--- config.mk ---
export PLATFORM = sky130hd
export DESIGN_NAME = matrix_scan_ctrl
export DESIGN_NICKNAME = d
export VERILOG_FILES = /design/src/rtl/matrix_scan_ctrl_pkg.sv /design/src/rtl/matrix_scan_ctrl_scan_tick_counter.sv /design/src/rtl/matrix_scan_ctrl.sv
export SDC_FILE = /design/constraint.sdc
export NUM_CORES = 1
export LEC_CHECK = 0
export CORE_MARGIN = 3
export CORE_UTILIZATION = 43
export DETAILED_ROUTE_END_ITERATION = 10
export PLACE_DENSITY = 0.81
export SLEW_MARGIN = 20
export SYNTH_ARGS = -nofsm -noshare
export SYNTH_HDL_FRONTEND = slang
export SYNTH_SLANG_ARGS = --single-unit
--- constraint.sdc ---
create_clock -name clk -period 2.28 [get_ports clk]
set_input_delay 0.684 -clock clk [delete_from_list [all_inputs] [get_ports clk]]
set_output_delay 0.684 -clock clk [all_outputs]
set_load 0.005 [all_outputs]
--- src/rtl/matrix_scan_ctrl_pkg.sv ---
// Shared definitions for the dot-matrix row scanner.
// Contents:
//   N_ROWS / N_COLS / MAP_W / CODE_W / ROW_W : geometry of the 7x5 matrix
//   state_t   : scanner FSM states (IDLE, BLANK, DRIVE)
//   map_slice : extracts the 5 column bits of one row from the decoder map
package matrix_scan_ctrl_pkg;

  localparam int N_ROWS = 7;
  localparam int N_COLS = 5;
  localparam int MAP_W  = N_ROWS * N_COLS;
  localparam int CODE_W = 3;
  localparam int ROW_W  = 3;

  typedef enum logic [1:0] {
    IDLE  = 2'd0,
    BLANK = 2'd1,
    DRIVE = 2'd2
  } state_t;

  // Bit 5*r+c of the map is row r, column c.
  function automatic logic [N_COLS-1:0] map_slice(input logic [MAP_W-1:0] map,
                                                  input logic [ROW_W-1:0] row);
    return map[N_COLS*row +: N_COLS];
  endfunction

endpackage

--- src/rtl/matrix_scan_ctrl_scan_tick_counter.sv ---
// Down-counter with synchronous load and decrement enable, used for both the
// per-row tick count and the frames-per-pattern count.
// Ports:
//   i_clk, i_rst : clock, asynchronous active-high reset (count <= RESET_VAL)
//   i_load       : load i_load_val (has priority over i_dec)
//   i_load_val   : value to load
//   i_dec        : decrement by one; the count holds at zero
//   o_tc         : terminal count, high while the count is zero
module scan_tick_counter
  import matrix_scan_ctrl_pkg::*;
#(
  parameter int               WIDTH     = 2,
  parameter logic [WIDTH-1:0] RESET_VAL = '0
) (
  input  logic             i_clk,
  input  logic             i_rst,
  input  logic             i_load,
  input  logic [WIDTH-1:0] i_load_val,
  input  logic             i_dec,
  output logic             o_tc
);

  logic [WIDTH-1:0] r_count;

  always_ff @(posedge i_clk or posedge i_rst) begin
    if (i_rst) begin
      r_count <= RESET_VAL;
    end else if (i_load) begin
      r_count <= i_load_val;
    end else if (i_dec && (r_count != '0)) begin
      r_count <= r_count - 1'b1;
    end
  end

  assign o_tc = (r_count == '0);

endmodule

--- src/rtl/matrix_scan_ctrl.sv ---
// Row-scanning controller for a 7-row x 5-column dot matrix fed by a 3-bit
// pattern decoder. Each row is shown for TICKS_PER_ROW cycles, preceded by
// one blanking cycle; a frame is 7*(1+TICKS_PER_ROW) cycles. In auto mode the
// pattern code advances every FRAMES_PER_STEP frames, in manual mode the code
// follows sel. Mode and selection changes take effect only at frame ends.
// Ports:
//   clk, rst   : clock, asynchronous active-high reset
//   en         : scan enable; low returns to IDLE (code and frame count kept)
//   auto       : 1 = auto-cycle patterns, 0 = show sel
//   sel        : manual pattern code {A,B,C}
//   map_in     : decoder map, bit 5*r+c = row r, column c
//   code       : pattern code to the decoder (registered)
//   row_n      : active-low row drive, at most one bit low (registered)
//   col        : active-high column data of the driven row (registered)
//   frame_done : one-cycle pulse after row 6 completes (registered)
//   dbg_state  : current FSM state, for observation only
module matrix_scan_ctrl
  import matrix_scan_ctrl_pkg::*;
#(
  parameter int TICKS_PER_ROW   = 4,
  parameter int FRAMES_PER_STEP = 2
) (
  input  logic              clk,
  input  logic              rst,
  input  logic              en,
  input  logic              auto,
  input  logic [CODE_W-1:0] sel,
  input  logic [MAP_W-1:0]  map_in,
  output logic [CODE_W-1:0] code,
  output logic [N_ROWS-1:0] row_n,
  output logic [N_COLS-1:0] col,
  output logic              frame_done,
  output state_t            dbg_state
);

  localparam int TICK_W = (TICKS_PER_ROW   > 1) ? $clog2(TICKS_PER_ROW)   : 1;
  localparam int FRM_W  = (FRAMES_PER_STEP > 1) ? $clog2(FRAMES_PER_STEP) : 1;

  // Both counters count down to zero; the frame counter holds the number of
  // frames still to show at the current code, so "frame_cnt = 0" in up-count
  // terms corresponds to FRAMES_PER_STEP-1 here.
  localparam logic [TICK_W-1:0] TICK_LAST = TICK_W'(TICKS_PER_ROW - 1);
  localparam logic [FRM_W-1:0]  FRM_LAST  = FRM_W'(FRAMES_PER_STEP - 1);
  localparam logic [ROW_W-1:0]  ROW_LAST  = ROW_W'(N_ROWS - 1);

  state_t              r_state;
  logic [ROW_W-1:0]    r_row;
  logic [N_ROWS-1:0]   r_row_n;
  logic [N_COLS-1:0]   r_col;
  logic [CODE_W-1:0]   r_code;
  logic                r_frame_done;

  state_t              w_state_nxt;
  logic [ROW_W-1:0]    w_row_nxt;
  logic [N_ROWS-1:0]   w_row_n_nxt;
  logic [N_COLS-1:0]   w_col_nxt;
  logic [CODE_W-1:0]   w_code_nxt;
  logic                w_frame_done_nxt;

  logic                w_tick_load;
  logic [TICK_W-1:0]   w_tick_load_val;
  logic                w_tick_dec;
  logic                w_tick_tc;
  logic                w_frm_load;
  logic                w_frm_dec;
  logic                w_frm_tc;

  scan_tick_counter #(
    .WIDTH     (TICK_W),
    .RESET_VAL ('0)
  ) u_tick_cnt (
    .i_clk      (clk),
    .i_rst      (rst),
    .i_load     (w_tick_load),
    .i_load_val (w_tick_load_val),
    .i_dec      (w_tick_dec),
    .o_tc       (w_tick_tc)
  );

  scan_tick_counter #(
    .WIDTH     (FRM_W),
    .RESET_VAL (FRM_LAST)
  ) u_frame_cnt (
    .i_clk      (clk),
    .i_rst      (rst),
    .i_load     (w_frm_load),
    .i_load_val (FRM_LAST),
    .i_dec      (w_frm_dec),
    .o_tc       (w_frm_tc)
  );

  always_ff @(posedge clk or posedge rst) begin
    if (rst) begin
      r_state      <= IDLE;
      r_row        <= '0;
      r_row_n      <= '1;
      r_col        <= '0;
      r_code       <= '0;
      r_frame_done <= 1'b0;
    end else begin
      r_state      <= w_state_nxt;
      r_row        <= w_row_nxt;
      r_row_n      <= w_row_n_nxt;
      r_col        <= w_col_nxt;
      r_code       <= w_code_nxt;
      r_frame_done <= w_frame_done_nxt;
    end
  end

  always_comb begin
    w_state_nxt      = r_state;
    w_row_nxt        = r_row;
    w_row_n_nxt      = r_row_n;
    w_col_nxt        = r_col;
    w_code_nxt       = r_code;
    w_frame_done_nxt = 1'b0;
    w_tick_load      = 1'b0;
    w_tick_load_val  = '0;
    w_tick_dec       = 1'b0;
    w_frm_load       = 1'b0;
    w_frm_dec        = 1'b0;

    if (!en) begin
      w_state_nxt = IDLE;
      w_row_nxt   = '0;
      w_row_n_nxt = '1;
      w_col_nxt   = '0;
      w_tick_load = 1'b1;
    end else begin
      case (r_state)
        IDLE: begin
          w_state_nxt = BLANK;
          w_row_nxt   = '0;
          w_row_n_nxt = '1;
          w_col_nxt   = '0;
          if (!auto) begin
            w_code_nxt = sel;
          end
        end

        // The code changed at least one cycle ago, so map_in has settled.
        BLANK: begin
          w_state_nxt     = DRIVE;
          w_col_nxt       = map_slice(map_in, r_row);
          w_row_n_nxt     = ~(N_ROWS'(1) << r_row);
          w_tick_load     = 1'b1;
          w_tick_load_val = TICK_LAST;
        end

        DRIVE: begin
          if (w_tick_tc) begin
            w_state_nxt = BLANK;
            w_row_n_nxt = '1;
            w_col_nxt   = '0;
            if (r_row == ROW_LAST) begin
              w_row_nxt        = '0;
              w_frame_done_nxt = 1'b1;
              if (!auto) begin
                // Manual frames also restart the auto frame count, so a
                // later switch to auto begins counting from zero.
                w_code_nxt = sel;
                w_frm_load = 1'b1;
              end else if (w_frm_tc) begin
                w_code_nxt = r_code + 1'b1;
                w_frm_load = 1'b1;
              end else begin
                w_frm_dec = 1'b1;
              end
            end else begin
              w_row_nxt = r_row + 1'b1;
            end
          end else begin
            w_tick_dec = 1'b1;
          end
        end

        default: begin
          w_state_nxt = IDLE;
          w_row_nxt   = '0;
          w_row_n_nxt = '1;
          w_col_nxt   = '0;
        end
      endcase
    end
  end

  assign code       = r_code;
  assign row_n      = r_row_n;
  assign col        = r_col;
  assign frame_done = r_frame_done;
  assign dbg_state  = r_state;

endmodule

### Yosys cells after proc, flatten, opt, wreduce, memory -nomap -nowiden

Cells that the tools add are included.

* register bits: 24
* input port bits: 42
* output and inout port bits: 18
* word-level logic and storage cells: 81

* $add $sub $neg: 4
* multiply operators: 1
* equality and inequality tests: 9
* shift-type cells: 2
* mux-type cells: 46
* bitwise gates (word level): 1
* reductions and logical operators: 10

Operators by type and width (count)
* variable part select 35 x 7 -> 5 bit: 1
* 2-to-1 mux 3 bit: 8
* 2-to-1 mux 1 bit: 23
* 2-to-1 mux 7 bit: 2
* one-hot mux 7 bit (2 select lines): 1
* 2-to-1 mux 2 bit: 6
* one-hot mux 3 bit (2 select lines): 2
* 2-to-1 mux 5 bit: 2
* one-hot mux 5 bit (2 select lines): 1
* nonzero test 2 bit: 4
* NOT 7 bit: 1
* left shift 1 x 3 -> 7 bit, first input constant: 1
* adder 3 x 1 -> 3 bit, second input constant: 2
* multiplier 3 x 3 -> 6 bit, first input constant: 1
* != test 2 bit, second input constant: 3
* one-hot mux 2 bit (3 select lines): 1
* AND reduction 6 bit: 1
* logical NOT 2 bit: 2
* equality test 3 bit, second input constant: 1
* != test 3 x 2 -> 1 bit, second input constant: 1
* != test 3 bit, second input constant: 1
* equality test 2 x 1 -> 1 bit, second input constant: 1
* equality test 2 bit, second input constant: 1
* logical AND 1 bit: 2
* 4 further kinds: 4

### Longest topological paths before layout

* word-level depth: 9
* gate-level depth with buffers: 6
* gate-level depth less buffers: 6

### Hierarchy

Synthesis repeated with hierarchy kept, for this count alone.

* cell total of the unflattened synthesis: 144
* area, all modules: 1466.4 um^2

By module, submodules not included
* matrix_scan_ctrl: instances 1, cells each 126, area each 1281.2 um^2, seq. area each 534.3 um^2
* scan_tick_counter at u_tick_cnt: instances 1, cells each 13, area each 135.1 um^2, seq. area each 50.0 um^2
* scan_tick_counter at u_frame_cnt: instances 1, cells each 5, area each 50.0 um^2, seq. area each 26.3 um^2

### Least setup slack after synthesis

OpenSTA, ideal clock, no wires.

* path type: input port to flip-flop
* from: input en
* to: register r_code[1], in the netlist code[1]
* setup time: 0.125 ns
* data arrival time: 1.710 ns
* data required time: 2.155 ns
* path slack: 0.445 ns
* stages on the path: 5
* path buffers: 1
* cells stage by stage: clkbuf_1 > inv_1 > a2111oi_4 > nand2_2 > mux2_4

* word-level cells in the longest chain between the ends: 1

RTL lines
* start: declaration: line matrix_scan_ctrl.sv:25 `input logic en,`
* AND reduction 6 bit (no source line)
* end signal: assignment: line matrix_scan_ctrl.sv:105 `r_code <= w_code_nxt;`
* end: declaration: line matrix_scan_ctrl.sv:50 `logic [CODE_W-1:0] r_code;`

No other way between the ends.
A chain may end at the register's enable or synchronous reset.

### Final worst setup path

* from: register r_state[1], in the netlist dbg_state[1]
* to: output dbg_state[1]

RTL lines
* start: declaration: line matrix_scan_ctrl.sv:46 `state_t r_state;`
* start signal: assignment: line matrix_scan_ctrl.sv:101 `r_state <= w_state_nxt;`
* end: declaration: line matrix_scan_ctrl.sv:33 `output state_t dbg_state`

No word-level cell between the ends.

==> summary.md <==
| Metric | Value |
|---|---|
| Flops & latches, synth | `24` |
| Worst r2r src | `r_row[0]$_DFFE_PP0P_` |
| Setup bufs post-CTS | `0` |
| Root Driver | `clkbuf_4` |
| Vias per cell | `5.45` |
| Worst Hold Depth | `2` |
| Area of the die | `0.00412 mm²` |
| DRT Pass-1 Iters | `4` |
| WP data required | `1.60 ns` |
| IO Count | `60` |
| Syn_area_per_cell | `10.2 µm²` |
| DRT iter0 DRCs | `39` |
| Slew Limit Fails | `0` |
| Post-CTS sizing | `0` |
| Cell Pwr Density | `488 mW/mm²` |
| GRT Util Overall | `19.6%` |
| Worst-path clk slew | `0.14 ns` |
| Status | `finished, final reports clean` |
| Site row count | `20` |
| Sequential share of the synthesized area | `41.9%` |
| Cts hold-fix bufs | `0` |
| First-pass GRT wire length | `6260 µm` |
| CP Capture Type | `primary output` |
| Routed Antenna Nets | `0` |
| Initial Util | `46.2%` |
| H-tree Lvls | `1` |
| Distinct cell type count after synthesis | `42` |
| Final layout net count | `249` |
| CP bufs+invs | `1` |
| Drt wl/cell | `15.4 µm` |
| Crit path launch type | `flip-flop` |
| Vias | `1,346` |
| Gpl congestion | `0.769` |
| Crit path DAT | `1.42 ns` |
| Syn nets | `188` |
| Endpoints failing hold | `0` |
| Clock sink total | `24` |
| R2R Path End | `col[0]$_DFFE_PP0P_` |
| EDFF count, synth | `0` |
| Largest net degree at the start of global routing | `25` |
| Ys Warns | `0` |
| Vias in the first global route | `1,411` |
| R2R cell count | `4` |
| P&R area growth vs syn | `46.0%` |
| Antenna Cells | `0` |
| CORE AREA | `0.00315 mm²` |
| Final period util | `92.4%` |
| Clk_skew | `0.0120 ns` |
| Worst hold path type | `reg2reg` |
| Synthesized area | `0.00146 mm²` |
| DP HPWL | `2990 µm` |
| Clock Latency Late Sink | `0.33 ns` |
| Share of layout cells above drive strength 1 | `14.8%` |
| Max-cap violations | `0` |
| GR Overflow Total | `0` |
| R2R Setup Slk | `0.43 ns` |
| Gate Count Post-Synth | `143` |
| Worst Hold Path EP | `col[2]$_DFFE_PP0P_` |
| Port buffer count | `59` |
| Max_slew headroom | `45.2%` |
| VDD IR-drop max | `183 µV` |
| TNS Setup | `0 ns` |
| Leak | `0.824 nW` |
| Die height | `64.2 µm` |
| Num CTS Buffers | `3` |
| Dominant register cell in the synthesized netlist | `dfrtp_1` |
| Slowest CP cell | `clkdlybuf4s50_1` |
| Clock Tree Buf Depth | `2` |
| Top delay family on crit path | `buffers and inverters` |
| Initial antenna violation count | `0` |
| Final setup fails | `0` |
| Drc violations | `0` |
| Final Critical Period | `2.11 ns` |
| Critical path class | `reg2out` |
| RSZ-0062 raised after global routing | `false` |
| Final WL | `3810 µm` |
| Worst-margin pin slew | `0.822 ns` |
| Slowest Stage Delay on Critical Path | `0.56 ns` |
| CTS tree | `yes` |
| Die width | `64.2 µm` |
| Hold WS | `0.501 ns` |
| Fmax | `0.475 GHz` |
| HP Start | `col[2]$_DFFE_PP0P_` |
| Crit-path max FO | `10` |
| Fraction of synthesis flops using an asynchronous set or reset pin | `100%` |
| CP cell instances | `clkdlybuf4s50_1` |
==> cells by family after synthesis <==
| family | after synthesis | share of synthesized area [%] |
|---|---|---|
| AOI/OAI and AO/OA | 37 | 18.1 |
| adders and majority gates | 3 | 2.58 |
| DFF | 24 | 41.9 |
| buffers and inverters | 17 | 5.24 |
| and+or+nand+nor | 45 | 16.4 |
| muxes | 17 | 15.8 |
==> worst max path at each step <==
stage | from | endpoint | slack [ns] | depth (start not counted)
CTS | dbg_state[1]$_DFFE_PP0P_ | dbg_state[1] | 0.17 | 1
detailed placement | auto | code[2]$_DFFE_PP0P_ | 0.11 | 5
global placement | auto | code[1]$_DFFE_PP0P_ | 0.17 | 4
floorplan | en | code[1]$_DFFE_PP0P_ | 0.45 | 5
global route | dbg_state[1]$_DFFE_PP0P_ | dbg_state[1] | 0.14 | 1
finish | dbg_state[1]$_DFFE_PP0P_ | dbg_state[1] | 0.17 | 1
==> layout by cell type (no fill, tap or decap), types with 3 or more instances in the layout <==
| cell | instances |
|---|---|
| buf_4 | 6 |
| o21ai_0 | 9 |
| nand2_1 | 11 |
| a211oi_1 | 4 |
| inv_1 | 7 |
| nand3b_1 | 4 |
| nor2b_1 | 4 |
| dfrtp_1 | 16 |
| mux2i_1 | 8 |
| dfstp_2 | 8 |
| o22a_1 | 3 |
| a31oi_1 | 5 |
| clkbuf_4 | 3 |
| nor2_1 | 12 |
| mux4_2 | 4 |
| clkdlybuf4s50_1 | 59 |
| a21oi_1 | 6 |
| mux2_2 | 3 |
| ha_1 | 3 |
==> flip-flops by register name, summed over array words and instances (netlist names) <==
name / flops
row_n: 7
u_tick_cnt.r_count: 2
u_frame_cnt.r_count: 1
dbg_state: 2
frame_done: 1
col: 5
code: 3
r_row: 3
==> synth_stat cells, drive strengths merged, types with 2 or more instances <==
master    n  area share, %
mux4      4            6.2
a21oi     6            2.1
a211oi    4            2.1
mux2      5            4.1
o22a      3            1.8
mux2i     8            5.5
inv       7            1.8
nand2b    2           0.86
a21o      2            1.0
o31ai     2            1.0
clkbuf    3           0.77
nor2b     5            2.3
nand3b    4            2.1
dfstp     8             14
buf       6            2.4
a2111oi   2            2.5
ha        3            2.6
and3      2           0.86
a31oi     5            2.1
nor2     12            3.1
o21ai     9            3.1
and2      2           0.86
dfrtp    16             27
nand2    12            3.3
==> per-stage QoR <==
step	cell area (µm²)	utilization, %	std cells	setup WS (ns)	total power, W
2_1_floorplan	1460	-	143	0.445	0.000665
3_3_place_gp	2100	66.7	243	0.170	0.000826
3_5_place_dp	2100	66.7	243	0.112	0.000849
4_1_cts	2130	67.5	247	0.170	0.00105
5_1_grt	2130	67.5	247	0.136	0.00110
6_report	2130	67.5	247	0.173	0.00104
==> power breakdown <==
part	internal [W]	total [W]	switching, W
combinational	0.000209	0.000330	0.000122
clock	0.0000688	0.000202	0.000133
sequential	0.000464	0.000506	0.0000422
==> worst min-delay path: cells and delay by family (launching register included) <==
kind,cells,cell delay [ns]
flip-flops,1,0.37
AND/OR/NAND/NOR,1,0.05
AO/OA/AOI/OAI,1,0.05
==> cell type report <==
cell class	count	area, µm²
Fill cell	277	1020
Multi-Input combinational cell	102	771
Timing Repair Buffer	65	636
Sequential cell	24	611
Tap cell	44	55.1
Inverter	8	30.0
Clock buffer	4	26.3
==> metal layers <==
metal,share of wire [%],track usage [%]
met1,40,20.3
met2,50,35.5
met3,7.6,4.92
met4,2.7,10.8
met5,0,0
No activity file was read; power rests on OpenSTA's default activity.
